## config.mk

```make
export PLATFORM = sky130hd
export DESIGN_NAME = instr_align_flat
export DESIGN_NICKNAME = d
export VERILOG_FILES = /design/src/rtl/instr_align_if.sv /design/src/rtl/instr_align.sv /design/src/flat_wrapper.sv
export SDC_FILE = /design/constraint.sdc
export NUM_CORES = 1
export LEC_CHECK = 0
export BUFFER_PORTS_ARGS = -buffer_cell sky130_fd_sc_hd__buf_4
export CORE_ASPECT_RATIO = 1.2
export CORE_MARGIN = 4
export CORE_UTILIZATION = 40
export CTS_CLUSTER_SIZE = 12
export DETAILED_ROUTE_END_ITERATION = 6
export GPL_TIMING_DRIVEN = 0
export PLACE_DENSITY = 0.59
export SYNTH_ARGS = -nofsm -noshare
export SYNTH_HDL_FRONTEND = slang
export SYNTH_SLANG_ARGS = --single-unit
```

## constraint.sdc

```tcl
create_clock -name clk -period 6.4 [get_ports clk]
set_input_delay 0.32 -clock clk [delete_from_list [all_inputs] [get_ports clk]]
set_output_delay 0.32 -clock clk [all_outputs]
set_load 0.05 [all_outputs]
```

## src/rtl/instr_align_if.sv

```systemverilog
// Fetch-side and decode-side handshake bundle for instr_align.
// The master drives fetch words in and accepts instructions; the slave is the aligner.
interface instr_align_if #(
  parameter int PC_WIDTH = 24
);
  logic                in_valid;
  logic                in_ready;
  logic [31:0]         in_data;
  logic                out_valid;
  logic                out_ready;
  logic [31:0]         out_instr;
  logic [PC_WIDTH-1:0] out_pc;
  logic                out_len32;

  modport slave (
    input  in_valid,
    input  in_data,
    input  out_ready,
    output in_ready,
    output out_valid,
    output out_instr,
    output out_pc,
    output out_len32
  );

  modport master (
    output in_valid,
    output in_data,
    output out_ready,
    input  in_ready,
    input  out_valid,
    input  out_instr,
    input  out_pc,
    input  out_len32
  );
endinterface

```

## src/rtl/instr_align.sv

```systemverilog
// Parcel aligner between fetch and decode: buffers 16-bit parcels, emits 16/32-bit instrs.
// Optional perf/stall counters under INSTR_ALIGN_PERF_EN.
module instr_align #(
  parameter int PC_WIDTH = 24,
  parameter int DEPTH    = 4
) (
  input  logic                clk,
  input  logic                rst_n,
  input  logic                redirect,
  input  logic [PC_WIDTH-1:0] redirect_pc,
`ifdef INSTR_ALIGN_PERF_EN
  output logic [31:0]         perf_count,
  output logic [31:0]         stall_count,
`endif
  instr_align_if.slave        bus
);

  localparam int PW = $clog2(DEPTH);
  localparam int CW = $clog2(DEPTH + 1);

  logic [15:0]         buf_q [DEPTH];
  logic [PW-1:0]       head_q;
  logic [PW-1:0]       tail_q;
  logic [CW-1:0]       count_q;
  logic                skip_q;
  logic [PC_WIDTH-1:0] pc_q;

  logic [PW-1:0] head_nx;
  logic [PW-1:0] tail_nx;
  logic [15:0]   p0;
  logic [15:0]   p1;
  logic          valid_raw;
  logic          accept;
  logic          fire;
  logic [1:0]    enq;
  logic [1:0]    deq;

  assign head_nx = head_q + PW'(1);
  assign tail_nx = tail_q + PW'(1);
  assign p0      = buf_q[head_q];
  assign p1      = buf_q[head_nx];

  always_comb begin
    valid_raw     = 1'b0;
    bus.in_ready  = 1'b0;
    bus.out_valid = 1'b0;
    bus.out_len32 = 1'b0;
    bus.out_instr = 32'h0;
    bus.out_pc    = pc_q;
    accept        = 1'b0;
    fire          = 1'b0;
    enq           = 2'd0;
    deq           = 2'd0;

    // A lone 32-bit prefix at head never counts as a complete instruction.
    valid_raw     = ((count_q != '0) && !p0[15]) ||
                    (count_q >= CW'(2));
    bus.in_ready  = (CW'(DEPTH) - count_q) >= CW'(2);
    bus.out_valid = valid_raw && !redirect;
    bus.out_len32 = p0[15];
    bus.out_instr = p0[15] ? {p0, p1} : {p0, 16'h0000};

    accept = bus.in_valid && bus.in_ready && !redirect;
    fire   = bus.out_valid && bus.out_ready;
    if (accept) enq = skip_q ? 2'd1 : 2'd2;
    if (fire)   deq = p0[15] ? 2'd2 : 2'd1;
  end

  always_ff @(posedge clk or negedge rst_n) begin
    if (!rst_n) begin
      for (int i = 0; i < DEPTH; i++) buf_q[i] <= 16'h0;
      head_q  <= '0;
      tail_q  <= '0;
      count_q <= '0;
      skip_q  <= 1'b0;
      pc_q    <= '0;
    end else if (redirect) begin
      head_q  <= '0;
      tail_q  <= '0;
      count_q <= '0;
      skip_q  <= redirect_pc[0];
      pc_q    <= redirect_pc;
    end else begin
      if (accept) begin
        if (skip_q) begin
          buf_q[tail_q] <= bus.in_data[31:16];
          tail_q        <= tail_nx;
          skip_q        <= 1'b0;
        end else begin
          buf_q[tail_q]  <= bus.in_data[15:0];
          buf_q[tail_nx] <= bus.in_data[31:16];
          tail_q         <= tail_q + PW'(2);
        end
      end
      if (fire) begin
        head_q <= head_q + PW'(deq);
        pc_q   <= pc_q + PC_WIDTH'(deq);
      end
      count_q <= count_q + CW'(enq) - CW'(deq);
    end
  end

`ifdef INSTR_ALIGN_PERF_EN
  always_ff @(posedge clk or negedge rst_n) begin
    if (!rst_n) begin
      perf_count <= 32'h0;
    end else if (redirect) begin
      perf_count <= 32'h0;
    end else if (fire) begin
      perf_count <= perf_count + 32'h1;
    end
  end

  always_ff @(posedge clk or negedge rst_n) begin
    if (!rst_n) begin
      stall_count <= 32'h0;
    end else if ((count_q != '0) && !bus.out_valid) begin
      stall_count <= stall_count + 32'h1;
    end
  end
`endif

endmodule

```

## src/flat_wrapper.sv

```systemverilog
// flat-port wrapper written by rule: the top's interface ports become plain ports
module instr_align_flat 
#(
  parameter int PC_WIDTH = 24,
  parameter int DEPTH    = 4
)
  (clk, rst_n, redirect, redirect_pc, bus_in_valid, bus_in_data, bus_out_ready, bus_in_ready, bus_out_valid, bus_out_instr, bus_out_pc, bus_out_len32);
  instr_align_if #(.PC_WIDTH(PC_WIDTH)) bus_i ();
  input  logic clk;
  input  logic rst_n;
  input  logic redirect;
  input  logic [PC_WIDTH-1:0] redirect_pc;
  input wire logic [$bits(bus_i.in_valid)-1:0] bus_in_valid;
  input wire logic [$bits(bus_i.in_data)-1:0] bus_in_data;
  input wire logic [$bits(bus_i.out_ready)-1:0] bus_out_ready;
  output wire logic [$bits(bus_i.in_ready)-1:0] bus_in_ready;
  output wire logic [$bits(bus_i.out_valid)-1:0] bus_out_valid;
  output wire logic [$bits(bus_i.out_instr)-1:0] bus_out_instr;
  output wire logic [$bits(bus_i.out_pc)-1:0] bus_out_pc;
  output wire logic [$bits(bus_i.out_len32)-1:0] bus_out_len32;
  assign bus_i.in_valid = bus_in_valid;
  assign bus_i.in_data = bus_in_data;
  assign bus_i.out_ready = bus_out_ready;
  assign bus_in_ready = bus_i.in_ready;
  assign bus_out_valid = bus_i.out_valid;
  assign bus_out_instr = bus_i.out_instr;
  assign bus_out_pc = bus_i.out_pc;
  assign bus_out_len32 = bus_i.out_len32;
  instr_align #(.PC_WIDTH(PC_WIDTH), .DEPTH(DEPTH)) u_core (.clk(clk), .rst_n(rst_n), .redirect(redirect), .redirect_pc(redirect_pc), .bus(bus_i));
endmodule
```

# Yosys cells after proc, flatten, opt, wreduce, memory -nomap -nowiden
# Index checks and enable logic that the tools add are counted.
[op_classes]
add_sub_neg = 8
muxes = 29
n_eq_ne = 0
div_mod_pow = 0
magnitude_cmp = 8
shift = 0
multipliers = 0
n_bitwise = 5
reduce_logical = 14
[op_table]
columns = ["cell", "count"]
rows = [
  ["64-bit bitwise mux", 3],
  ["16-bit 2-to-1 mux", 6],
  ["16-bit binary-select mux with 2-bit select", 2],
  ["16-bit demux with 2-bit select", 2],
  ["64-bit 2-to-1 mux", 1],
  ["24-bit 2-to-1 mux", 2],
  ["32-bit 2-to-1 mux", 1],
  ["24-bit by 2-bit adder with 24-bit output", 1],
  ["2-bit 2-to-1 mux", 9],
  ["3-bit greater-or-equal comparator, second input constant", 4],
  ["2-bit inverter with 3-bit output", 4],
  ["1-bit logical AND", 7],
  ["3-bit by 2-bit greater-or-equal comparator with 1-bit output, second input constant", 2],
  ["3-bit by 1-bit less-than comparator with 1-bit output, second input constant", 2],
  ["2-bit by 1-bit adder with 2-bit output, second input constant", 2],
  ["2-bit nonzero test", 2],
  ["3-bit by 2-bit adder with 3-bit output", 1],
  ["3-bit 2-to-1 mux", 1],
  ["3-bit nonzero test", 1],
  ["3-bit by 2-bit subtractor with 3-bit output", 1],
  ["3-bit subtractor, first input constant", 1],
  ["2-bit adder", 1],
  ["2-bit adder, second input constant", 1],
  ["1-bit zero test", 2],
  ["4 further kinds", 5],
]
[totals]
ram_bits = 0
output_inout_bits = 59
word_cells = 73
ff_bits = 96
latch_bits = 0
rom_bits = 0
memories = 0

# Depth between registers and ports, before layout
# Gate-level depths: netlist of run 1.
[logic_depth]
depth_word = 13
ltp_mapped = 15
mapped_depth_nobuf = 14

# Worst setup path before layout of run 1
# Ideal clock, no wire load.
[synth_timing]
path_kind = "reg-to-reg"
from = "register u_core.head_q[0]"
to = "register u_core.pc_q[22] (netlist: u_core.bus.out_pc[22])"
arrival_time_ns = 3.642
setup_ns = 0.126
stages_incl_launch_ff = 14
setup_slack_ns = 2.632
n_path_buf = 2
path_cell_list = "dfrtp_1 buf_2 mux2_2 mux2i_1 inv_2 clkbuf_1 nor3_1 ha_1 inv_1 fa_1 nand2b_1 nor3_1 o211ai_1 a221o_1"
[synth_via]
elab_chain_len = 13
elab_cells_between_ends = 15
cone_classes = "1 x add/sub; 7 x mux; 1 x bitwise; 6 x reduce/logical"
[synth_rtl]
columns = ["item", "line_no", "rtl"]
rows = [
  ["start: declaration", "instr_align.sv:22", "logic [PW-1:0] head_q;"],
  ["start signal: assignment", "instr_align.sv:96", "head_q <= head_q + PW'(deq);"],
  ["2-bit inverter with 3-bit output (not written as such) *", "instr_align.sv:40", "assign p0 = buf_q[head_q];"],
  ["16-bit binary-select mux with 2-bit select *", "instr_align.sv:40", ""],
  ["16-bit 2-to-1 mux (not written as such) * (2 in series)", "instr_align.sv:40", ""],
  ["named net bus_out_len32", "flat_wrapper.sv:20", "output wire logic [$bits(bus_i.out_len32)-1:0] bus_out_len32;"],
  ["1-bit zero test", "instr_align.sv:56", "valid_raw = ((count_q != '0) && !p0[15]) ||"],
  ["1-bit logical AND", "instr_align.sv:56", ""],
  ["1-bit logical OR", "instr_align.sv:56", ""],
  ["1-bit logical AND", "instr_align.sv:59", "bus.out_valid = valid_raw && !redirect;"],
  ["1-bit logical AND", "instr_align.sv:64", "fire = bus.out_valid && bus.out_ready;"],
  ["2-bit 2-to-1 mux", "instr_align.sv:66", "if (fire) deq = p0[15] ? 2'd2 : 2'd1;"],
  ["24-bit by 2-bit adder with 24-bit output", "instr_align.sv:97", "pc_q <= pc_q + PC_WIDTH'(deq);"],
  ["24-bit 2-to-1 mux", "instr_align.sv:95", "if (fire) begin"],
  ["24-bit 2-to-1 mux", "instr_align.sv:77", "end else if (redirect) begin"],
  ["end signal: assignment", "instr_align.sv:82", "pc_q <= redirect_pc;"],
  ["end signal: assignment", "instr_align.sv:97", ""],
  ["end: declaration", "instr_align.sv:26", "logic [PC_WIDTH-1:0] pc_q;"],
]
# Mark *: on every way through the listed nets, which the timed path passes. The rest lies on a longest branch. The select of a mux whose other input is x is not followed.
# A chain may end at the register's enable or synchronous reset.

# Worst setup path after layout of run 1
[layout_timing]
from = "register u_core.count_q[1]"
to = "register u_core.pc_q[22] (netlist: u_core.bus.out_pc[22])"
[layout_via]
elab_chain_len = 9
elab_cells_between_ends = 11
cone_classes = "1 x add/sub; 1 x order compare; 3 x mux; 6 x reduce/logical"
[layout_rtl]
columns = ["item", "line_no", "rtl"]
rows = [
  ["start: declaration", "instr_align.sv:24", "logic [CW-1:0] count_q;"],
  ["start signal: assignment", "instr_align.sv:99", "count_q <= count_q + CW'(enq) - CW'(deq);"],
  ["branches (longest 2 deep; another with 3-bit by 2-bit greater-or-equal comparator with 1-bit output)", "--", ""],
  ["1-bit logical OR *", "instr_align.sv:56", ""],
  ["1-bit logical AND *", "instr_align.sv:59", ""],
  ["1-bit logical AND *", "instr_align.sv:64", ""],
  ["2-bit 2-to-1 mux", "instr_align.sv:66", ""],
  ["24-bit by 2-bit adder with 24-bit output", "instr_align.sv:97", ""],
  ["24-bit 2-to-1 mux", "instr_align.sv:95", ""],
  ["24-bit 2-to-1 mux", "instr_align.sv:77", ""],
]
# Mark *: on every way between the ends. The select of a mux whose other input is x is not followed.

==> key figures, run 1 <==
Outcome
  – Status: finished, final reports clean

STA
  – Slew @ Worst Pin: around 960 ps
  – Endpoints failing setup: 0
  – Final Hold Vio Count: 0
  – Period minus WS final: between 4000 and 5000 ps
  – Tcrit/Tclk final: 0.713
  – RSZ-0062 raised after global routing: false
  – Slew headroom: 0.362
  – Slew Viols, Final: 0
  – FMAX: around 220 MHz
  – Setup TNS: 0 ps
  – Final Skew: between 10 and 15 ps

Synthesis
  – EDFF count, synth: 0
  – Syn Area/Cell: between 9 and 10 um2
  – Synthesized Nets: slightly above 800
  – Synthesized instance count: 752
  – Synthesized flop and latch total: 96
  – YS warnings: 0
  – Cell area after synthesis: about 7200 um2
  – Register area share after synthesis: 0.333
  – Fraction of registers with async set or reset after synthesis: 1.00
  – Post-synth cell types: between 50 and 60
  – Post-synth top flop: dfrtp_1

Worst setup path
  – Worst Setup Start Kind: register
  – Worst-path cell chain: inv_1 -> ha_1 -> ha_1 -> or3b_4 -> o22ai_1 -> buf_2 -> nor2_1 -> nor3_1 -> ha_1 -> inv_1 -> fa_1 -> nand2b_1 -> nor3_1 -> o211ai_1 -> a221o_1
  – Setup Crit Path Kind: reg2reg
  – Crit end category: register
  – Most frequent CP cell: ha_1
  – CP max FO: 10
  – CP max stage cell: fa_1
  – Worst path arrival time: around 4800 ps
  – Critical path buffers and inverters: 3
  – Top Family by Delay on Critical Path: simple AND/OR/NAND/NOR gates
  – Max stage delay on crit path: approximately 480 ps
  – Critical Path RT: 6640 ps

Detailed routing
  – Total number of vias: 7,025
  – Antenna-violating nets left: 0
  – DR iter-0 viols: ~600
  – Drt pass-1 iters: 6
  – Vias/cell: 6.44
  – Wire length per cell: 22.9 um
  – Routed WL: 25.0 mm
  – Residual DRC: 0

Power and ir drop
  – PwrDens: a little under 500 nW/um2
  – Leak: between 3 and 4 nW
  – Final total power: between 0.004 and 0.005 W
  – Worst VDD drop: 0.183 mV

Floorplan
  – Cell Rows: 53
  – Die W: around 130 um
  – CORE AREA: ~18,000 um2
  – Die Ht: 155 um
  – Starting Density: 0.409
  – Die area: ~20,000 um2
  – I/O pins: between 100 and 150

Clock tree
  – CTS max path bufs: 2
  – Clock root buffer: clkbuf_16
  – Num Clock Sinks: 96
  – CTS tree: built
  – Later-pin clock latency in the skew report: around 360 ps
  – Num CTS Buffers: 9
  – PostCTS Resize Cnt: 0
  – Post-CTS Hold Fix Bufs: 0
  – Worst-path clk slew: ~70 ps
  – Setup repair bufs after CTS: 0
  – H-tree lvl count: 3

Global routing
  – Aggregate global routing overflow: 0
  – Vias in the first global route: 7,209
  – Initial antenna violation count: 0
  – First-pass GRT wire length: 39.0 mm
  – Largest net degree at the start of global routing: 97
  – GRT Util Overall: 0.247

Layout
  – Non-Filler Instances: approximately 1,100
  – Utilization after layout: 0.484
  – Layout cell share with drive strength beyond 1: 0.257
  – Design area: between 8000 and 9000 um2
  – Number of diodes: 0
  – Nets: approximately 940
  – Area Growth Syn to Fin: 18.5%

Placement
  – IO buf count: just over 100
  – DP HPWL: roughly 18 mm
  – RD Place Congestion: about 0.96
  – Post-placement cell area: around 8300 um2
  – Dpl cells: between 1,000 and 1,500

Min path
  – HP Class: in2async

Flow run
  – Max Cap Violations: 0
## state kept, by name (all words and copies together) (netlist names)
register	cells
u_core.skip_q	1
u_core.tail_q	2
u_core.bus.out_pc	24
u_core.count_q	3
u_core.head_q	2
u_core.buf_q	64
## worst reg2reg max path: stages (launching register included)
cell      delay, ps
dfrtp_1         450
inv_1            70
ha_1            180
ha_1            210
or3b_4          380
o22ai_1         250
buf_2           270
nor2_1          100
nor3_1          410
ha_1            300
inv_1            70
fa_1            480
nand2b_1        350
nor3_1          430
o211ai_1        170
a221o_1         330
## where the power goes
group	internal, W	switching, W
logic	0.000977	0.00159
clock network	0.000268	0.000269
registers	0.000822	0.000183
## metrics by stage
step | hold slack (ps) | setup WS [ps]
after detailed placement | 484 | 1830
after CTS | 174 | 1780
after global routing | 142 | 1480
after global placement | 477 | 1940
final | 3.75 | 1830
after floorplan | 24.4 | 2630
## routing by layer
metal  GRT usage  share of wire
met1       0.304           0.38
met2       0.425           0.51
met3      0.0278          0.068
met4       0.121          0.039
met5           0              0
## Yosys cell counts (4+ instances only)
cell,n,share of area
buf_4,15,0.016
nand3_1,8,0.0056
nor2b_1,14,0.012
mux2_2,27,0.042
nor2_1,23,0.012
clkbuf_1,63,0.033
dfrtp_1,96,0.33
nand2_1,112,0.058
a21o_1,34,0.035
o21ai_0,5,0.0035
a21boi_0,5,0.0052
buf_6,4,0.0062
a221o_1,4,0.0056
a2111o_1,9,0.014
nor4_1,6,0.0052
o2111ai_1,7,0.0085
mux2_4,10,0.021
and2_1,16,0.014
buf_2,9,0.0062
ha_1,13,0.023
nor3_1,10,0.0069
inv_1,14,0.0073
a21oi_1,42,0.029
mux4_2,30,0.094
o211ai_1,24,0.025
nand4_1,8,0.0069
a221oi_1,64,0.078
a211oi_1,35,0.036
## cell type report
cell class	instances	area, um2
multi-input combinational	546	4290
sequential	96	2400
clock buffer	9	225
fill	1687	9100
tap	220	275
timing repair buffer	103	777
clock inverter	7	56.3
inverter	15	56.3
buffer	95	455
## worst paths after layout
check                                  startpoint               endpoint  slack (ps)  cells after the start
max in group asynchronous                   rst_n       u_core.tail_q[0]        5670                      1
worst min-delay path                        rst_n       u_core.buf_q[59]           4                      1
worst max register to register  u_core.count_q[1]  u_core.bus.out_pc[22]        1830                     15
worst max-delay path            u_core.count_q[1]  u_core.bus.out_pc[22]        1830                     15
min in group clk                   redirect_pc[1]   u_core.bus.out_pc[1]         180                      3
worst min register to register   u_core.buf_q[11]       u_core.buf_q[11]         510                      1
## cells by family (layout without fill, tap and decap cells)
kind of cell | Yosys count | after routing | synth area share
flops | 96 | 96 | 0.333
buf+inv | 110 | 229 | 0.0710
compound gates | 243 | 243 | 0.260
simple gates | 213 | 213 | 0.139
mux | 70 | 70 | 0.161
fa+ha+maj | 16 | 16 | 0.0309
xor+xnor | 4 | 4 | 0.00486
## cell usage in the layout, fill, tap and decap left out, drive strengths merged, types with 8 or more instances in the layout
master,instances
nor2,23
buf,134
and2,16
nand3,8
o211ai,24
nand2,113
a21o,34
nand4,8
clkbuf,73
inv,17
a2111o,9
mux2,37
mux4,30
ha,13
a21oi,42
dfrtp,96
nor2b,14
a211oi,35
a221oi,64
nor3,11
No activity file was read; power rests on OpenSTA's default activity.
==> run 2: changes to the inputs <==
--- a/config.mk
+++ b/config.mk
@@ -12,7 +12,7 @@
 export CTS_CLUSTER_SIZE = 12
 export DETAILED_ROUTE_END_ITERATION = 6
 export GPL_TIMING_DRIVEN = 0
-export PLACE_DENSITY = 0.59
+export PLACE_DENSITY = 0.61
 export SYNTH_ARGS = -nofsm -noshare
 export SYNTH_HDL_FRONTEND = slang
 export SYNTH_SLANG_ARGS = --single-unit
==> constraint.sdc (replaced) <==
create_clock -name clk -period 3.7 [get_ports clk]
set_input_delay 0.185 -clock clk [delete_from_list [all_inputs] [get_ports clk]]
set_output_delay 0.185 -clock clk [all_outputs]
set_load 0.05 [all_outputs]
==> run 2 against run 1 <==
Against the previous run: via count fell by 1.6%; hold slack improved by 51 ps; final cell count rose by 0.82%; core utilization rose by 1.0 points; clock power rose by 77%; first-iteration DRC count fell by 8.4%; critical endpoint unchanged; largest cell class unchanged.
==> key figures, run 2 (synthesis gave the netlist of run 1 again) <==
Outcome
  – Status: finished, final reports clean

Global routing
  – Vias in the first global route: 6,935 (-3.8%)
  – Largest net degree at the start of global routing: 97 (unchanged)
  – Aggregate global routing overflow: 0 (unchanged)
  – Initial antenna violation count: 0 (unchanged)
  – First-pass GRT wire length: 38.1 mm (-2.4%)
  – GRT Util Overall: 0.241 (-0.00634)

Detailed routing
  – Wire length per cell: 22.1 um (-3.4%)
  – Drt pass-1 iters: 5 (-1)
  – Total number of vias: 6,916 (-1.6%)
  – Antenna-violating nets left: 0 (unchanged)
  – DR iter-0 viols: 555 (-8.4%)
  – Residual DRC: 0 (unchanged)
  – Routed WL: 24.4 mm (-2.6%)
  – Vias/cell: 6.29 (-2.4%)

Clock tree
  – Num CTS Buffers: 9 (unchanged)
  – Worst-path clk slew: 70 ps (about the same)
  – Later-pin clock latency in the skew report: 350 ps (about the same)
  – H-tree lvl count: 3 (unchanged)
  – CTS tree: built
  – Num Clock Sinks: 96 (unchanged)
  – Clock root buffer: clkbuf_16
  – CTS max path bufs: 2 (unchanged)

Layout
  – Area Growth Syn to Fin: 21.0%
  – Design area: 8720 um2 (+2.1%)
  – Commonest cells after routing, fill and taps aside: 126 x buf_4, 112 x nand2_1, 95 x dfrtp_1
  – Number of diodes: 0 (unchanged)
  – Reg with most FFs: u_core.buf_q
  – Max FFs per register: 64 (unchanged)
  – Nets: 953 (+1.1%)
  – Commonest non-fill, non-tap cell in the layout: buf_4
  – Layout cell share with drive strength beyond 1: 0.276 (+0.0190)

Placement
  – RD Place Congestion: 0.905 (-5.3%)
  – IO buf count: 103 (unchanged)
  – DP HPWL: 17.7 mm (-4.2%)
  – Post-placement cell area: 8260 um2 (about the same)

STA
  – Hold_ws: 55.0 ps (+51.2 ps)
  – FMAX: 282 MHz (+29%)
  – Slew headroom: 0.460 (+0.0976)
  – Slew @ Worst Pin: 810 ps (-146 ps)
  – Slew Viols, Final: 0 (unchanged)
  – Period minus WS final: 3550 ps (-1010 ps)
  – Final Hold Vio Count: 0 (unchanged)
  – Tcrit/Tclk final: 0.960 (+0.247)
  – Endpoints failing setup: 0 (unchanged)
  – Final Skew: 6.71 ps (-4.47 ps)

Worst setup path
  – Setup Crit Path Kind: reg2reg
  – Setup slack, reg-to-reg: 150 ps (-1690 ps)
  – Crit end category: register
  – Reg2reg start: u_core.count_q[0]
  – Critical Path RT: 3930 ps (-2710 ps)
  – Worst Reg-to-Reg Cells: 15 (unchanged)
  – Worst path arrival time: 3780 ps (-1020 ps)
  – CP max FO: 6 (-4)
  – Worst-path cell chain: inv_1 -> ha_1 -> ha_2 -> or3b_4 -> o22ai_4 -> buf_6 -> nor2_1 -> nor3_2 -> ha_2 -> inv_1 -> fa_2 -> nand2b_4 -> nor3_4 -> o211ai_1 -> a221o_1
  – Max stage delay on crit path: 440 ps (-40 ps)
  – CP max stage cell: fa_2
  – RR Endpoint: u_core.bus.out_pc[22]
  – Worst Setup Start Kind: register

Power and ir drop
  – Worst VDD drop: 0.373 mV (+100%)
  – Final total power: 0.00719 W (+75%)
  – PwrDens: 824 nW/um2 (+71%)
  – Leak: 3.71 nW (+2.7%)

Floorplan
  – Starting Density: 0.409 (unchanged)
  – Die W: 131 um (unchanged)
  – I/O pins: 120 (unchanged)
  – Die area: 20,200 um2 (unchanged)
  – CORE AREA: 17,600 um2 (unchanged)
  – Cell Rows: 53 (unchanged)
  – Die Ht: 155 um (unchanged)

Min path
  – Worst hold endpoint: u_core.bus.out_pc[12]
  – HP Class: in2reg
  – Worst Hold Depth: 3
  – Hold wc startpoint: redirect_pc[12]

Flow run
  – Max Cap Violations: 0 (unchanged)
run 2: changes by cell type in the layout (fill, tap and decap cells not counted), moves of 2 or more:
cell	previous run	this run
buf_4	117	126
clkinvlp_4	3	1
ha_1	13	11
ha_2	0	2
nor3_1	10	8
nor4_1	6	4
nor4_2	0	2
run 2: area by class of cell:
cell class	count	area, um2
buffer	94	458
clock buffer	12	246
clock inverter	3	42.5
fill	1716	8920
inverter	15	56.3
multi-input combinational	546	4360
sequential	96	2400
tap	220	275
timing repair buffer	114	882
run 2: layer usage:
metal,share of wire,GRT usage
met3,0.070,0.0319
met4,0.030,0.0985
met1,0.40,0.309
met5,0,0
met2,0.50,0.406
run 2: worst max path at each step:
stage | to | cells past startpoint | from | slack [ps]
6_report | u_core.bus.out_pc[22] | 15 | u_core.count_q[0] | 150
5_1_grt | u_core.bus.out_pc[22] | 15 | u_core.count_q[0] | -20
4_1_cts | u_core.bus.out_pc[22] | 15 | u_core.count_q[1] | 50
3_5_place_dp | u_core.bus.out_pc[22] | 15 | u_core.count_q[1] | -840
2_1_floorplan | u_core.bus.out_pc[22] | 15 | u_core.count_q[1] | 30
3_3_place_gp | u_core.bus.out_pc[22] | 15 | u_core.count_q[1] | -820
run 2: power breakdown:
part / leakage (nW) / total [W] / switching (W) / internal [W]
logic: 2.36 / 0.00450 / 0.00276 / 0.00175
registers: 1.21 / 0.00173 / 0.000310 / 0.00142
clock network: 0.139 / 0.000950 / 0.000411 / 0.000539
total: 3.71 / 0.00719 / 0.00348 / 0.00371
run 2: through the flow:
stage / worst slack [ps] / cells / setup TNS (ps) / util
finish: 148 / 1100 / 0 / 0.494
global placement: -822 / 1075 / -5840 / 0.468
floorplan: 29.3 / 752 / 0 / -
global route: -15.7 / 1100 / -15.7 / 0.494
detailed placement: -836 / 1075 / -6090 / 0.468
CTS: 48.3 / 1091 / 0 / 0.487
run 2: critical path: cells and delay by family (launching register included):
kind,cells,cell delay [ps]
fa+ha+maj,4,1070
compound gates,3,660
flops,1,320
buf+inv,3,280
simple gates,5,1110
run 2: repair_timing:
item,4_1_cts,5_1_grt
gates resized for setup,10,7
pin swaps,1,5
cloned,0,0
setup endpoints to repair,17,12
setup buffers,1,8
hold buffers,0,1
endpoints found under the hold margin,0,96
==> run 3: changes to the inputs <==
--- a/config.mk
+++ b/config.mk
@@ -12,6 +12,7 @@
 export CTS_CLUSTER_SIZE = 12
 export DETAILED_ROUTE_END_ITERATION = 6
 export GPL_TIMING_DRIVEN = 0
+export HOLD_SLACK_MARGIN = 0.1
 export PLACE_DENSITY = 0.61
 export SYNTH_ARGS = -nofsm -noshare
 export SYNTH_HDL_FRONTEND = slang
==> run 3 against run 2 <==
Against the previous run: clock power barely moved; clock skew rose by 0.58 ps; total power rose by 0.31%; hold slack improved by 140 ps; sequential cell count did not move; first-iteration DRC count rose by 2.7%; final cell count rose by 2.2%.
==> key figures, run 3 (synthesis gave the netlist of run 1 again) <==
STA
  – Period minus WS final: 3560 ps (+8.53 ps)
  – Tcrit/Tclk final: 0.962 (+0.00230)
  – Final Hold Vio Count: 0 (unchanged)
  – FMAX: 281 MHz (-0.24%)
  – Slew headroom: 0.474 (+0.0140)
  – Slew Viols, Final: 0 (unchanged)
  – Final Skew: 7.29 ps (+0.584 ps)
  – Slew @ Worst Pin: 789 ps (-21.0 ps)
  – Hold_ws: 198 ps (+143 ps)
  – Final setup margin: 139 ps (-8.53 ps)
  – Endpoints failing setup: 0 (unchanged)

Worst setup path
  – Worst-path cell chain: inv_1 -> ha_1 -> ha_2 -> or3b_4 -> o22ai_4 -> buf_6 -> nor2_1 -> nor3_2 -> ha_2 -> inv_1 -> fa_2 -> nand2b_4 -> nor3_4 -> o211ai_1 -> a221o_1
  – Setup Crit Path Kind: reg2reg
  – Critical Path RT: 3930 ps (about the same)
  – CP max stage cell: fa_2
  – Max stage delay on crit path: 440 ps (about the same)
  – CP max FO: 6 (unchanged)
  – Worst Setup Start Kind: register
  – Worst path arrival time: 3790 ps (about the same)
  – Crit end category: register

Min path
  – HP Class: in2reg

Layout
  – Layout cell share with drive strength beyond 1: 0.269 (-0.00733)
  – Number of diodes: 0 (unchanged)
  – Commonest cells after routing, fill and taps aside: 126 x buf_4, 112 x nand2_1, 95 x dfrtp_1
  – Max FFs per register: 64 (unchanged)
  – Commonest non-fill, non-tap cell in the layout: buf_4
  – Non-Filler Instances: 1,124 (+2.2%)
  – Reg with most FFs: u_core.buf_q
  – Area Growth Syn to Fin: 24.3%
  – Nets: 977 (+2.5%)

Outcome
  – Status: finished, final reports clean

Power and ir drop
  – Part of the power in registers: 0.241 (about the same)
  – Clk pwr share: 0.132 (about the same)
  – Net switching power: 0.00348 W (+0.17%)
  – Sw frac: 0.483 (-0.000675)
  – Worst VDD drop: 0.373 mV (about the same)
  – Pint: 0.00373 W (+0.44%)
  – Leak: 3.81 nW (+2.7%)
  – PwrDens: 805 nW/um2 (-2.4%)
  – Combinational power share: 0.627 (about the same)

Clock tree
  – Num CTS Buffers: 9 (unchanged)
  – CTS max path bufs: 2 (unchanged)
  – Worst-path clk slew: 70 ps (about the same)
  – Later-pin clock latency in the skew report: 350 ps (about the same)
  – CTS tree: built
  – Clock root buffer: clkbuf_16
  – Num Clock Sinks: 96 (unchanged)
  – H-tree lvl count: 3 (unchanged)

Detailed routing
  – Drt pass-1 iters: 7 (+2)
  – Residual DRC: 0 (unchanged)
  – Wire length per cell: 21.8 um (-1.4%)
  – DR iter-0 viols: 570 (+2.7%)
  – Vias/cell: 6.23 (-0.96%)
  – Total number of vias: 6,999 (+1.2%)
  – Routed WL: 24.6 mm (+0.76%)
  – Antenna-violating nets left: 0 (unchanged)

Global routing
  – Initial antenna violation count: 0 (unchanged)
  – Aggregate global routing overflow: 0 (unchanged)
  – First-pass GRT wire length: 38.4 mm (+0.85%)
  – Largest net degree at the start of global routing: 97 (unchanged)
  – Vias in the first global route: 7,004 (+0.99%)
  – GRT Util Overall: 0.242 (+0.00185)

Floorplan
  – Die area: 20,200 um2 (unchanged)
  – CORE AREA: 17,600 um2 (unchanged)
  – Starting Density: 0.409 (unchanged)
  – Die Ht: 155 um (unchanged)
  – Cell Rows: 53 (unchanged)
  – Die W: 131 um (unchanged)
  – I/O pins: 120 (unchanged)

Placement
  – IO buf count: 103 (unchanged)
  – DP HPWL: 17.7 mm (unchanged)
  – Dpl cells: 1,075 (unchanged)
  – Pre-CTS worst setup slack: -836 ps (unchanged)
  – RD Place Congestion: 0.905 (unchanged)

Flow run
  – Max Cap Violations: 0 (unchanged)
## run 3: changes by cell type in the layout (fill, tap and decap cells not counted)
cell / previous run / this run
dlygate4sd3_1: 1 / 25
## run 3: final timing paths
| kind | from | end | slack, ps | cells past startpoint |
|---|---|---|---|---|
| worst max-delay path | u_core.count_q[0] | u_core.bus.out_pc[22] | 140 | 15 |
| worst min-delay path | bus_in_valid | u_core.skip_q | 200 | 4 |
| worst max register to register | u_core.count_q[0] | u_core.bus.out_pc[22] | 140 | 15 |
| worst min register to register | u_core.buf_q[0] | u_core.buf_q[0] | 500 | 1 |
| max in group asynchronous | rst_n | u_core.buf_q[3] | 2880 | 3 |
| min in group asynchronous | rst_n | u_core.buf_q[60] | 430 | 3 |
## run 3: what timing repair did
| item | CTS | global route |
|---|---|---|
| gates resized for setup | 10 | 7 |
| pin swaps | 1 | 5 |
| setup buffers | 1 | 8 |
| setup endpoints to repair | 17 | 12 |
| hold buffers | 24 | 1 |
| hold endpoints to repair | 24 | 96 |
## run 3: metrics by stage
step	area, um2	setup TNS, ps	power, W	utilization
detailed placement	8260	-6090	0.00616	0.468
floorplan	7210	0	0.00489	-
finish	8960	0	0.00721	0.508
CTS	8830	0	0.00718	0.501
global placement	8260	-5840	0.00611	0.468
global route	8960	-15.8	0.00761	0.508
## run 3: layout make-up
class / count / area (um2)
Multi-Input combinational cell: 546 / 4360
Clock buffer: 12 / 246
Timing Repair Buffer: 138 / 1120
Inverter: 15 / 56.3
Tap cell: 220 / 275
Clock inverter: 3 / 42.5
Sequential cell: 96 / 2400
Buffer: 94 / 458
Fill cell: 1681 / 8680
## run 3: critical path: cells and delay by family (launching register included)
| family | cells | cell delay (ps) |
|---|---|---|
| buffers and inverters | 3 | 280 |
| AND/OR/NAND/NOR | 5 | 1110 |
| adder cells (fa/ha/maj) | 4 | 1070 |
| AO/OA/AOI/OAI | 3 | 660 |
| flip-flops | 1 | 320 |
## run 3: power by group through the flow
stage / clock network (W) / registers (W) / logic (W)
floorplan: 0 / 0.00175 / 0.00314
global placement: 0 / 0.00172 / 0.00439
detailed placement: 0 / 0.00175 / 0.00442
CTS: 0.000970 / 0.00173 / 0.00448
global route: 0.00101 / 0.00178 / 0.00483
finish: 0.000952 / 0.00174 / 0.00452
## run 3: routing by layer
metal | routed length, um | vias to the layer above | global-route usage
met3 | 1590 | 57 | 0.0299
met1 | 9880 | 3427 | 0.312
met5 | 0 | - | 0
li1 | - | 3169 | -
met4 | 694 | 0 | 0.0985
met2 | 12400 | 346 | 0.410
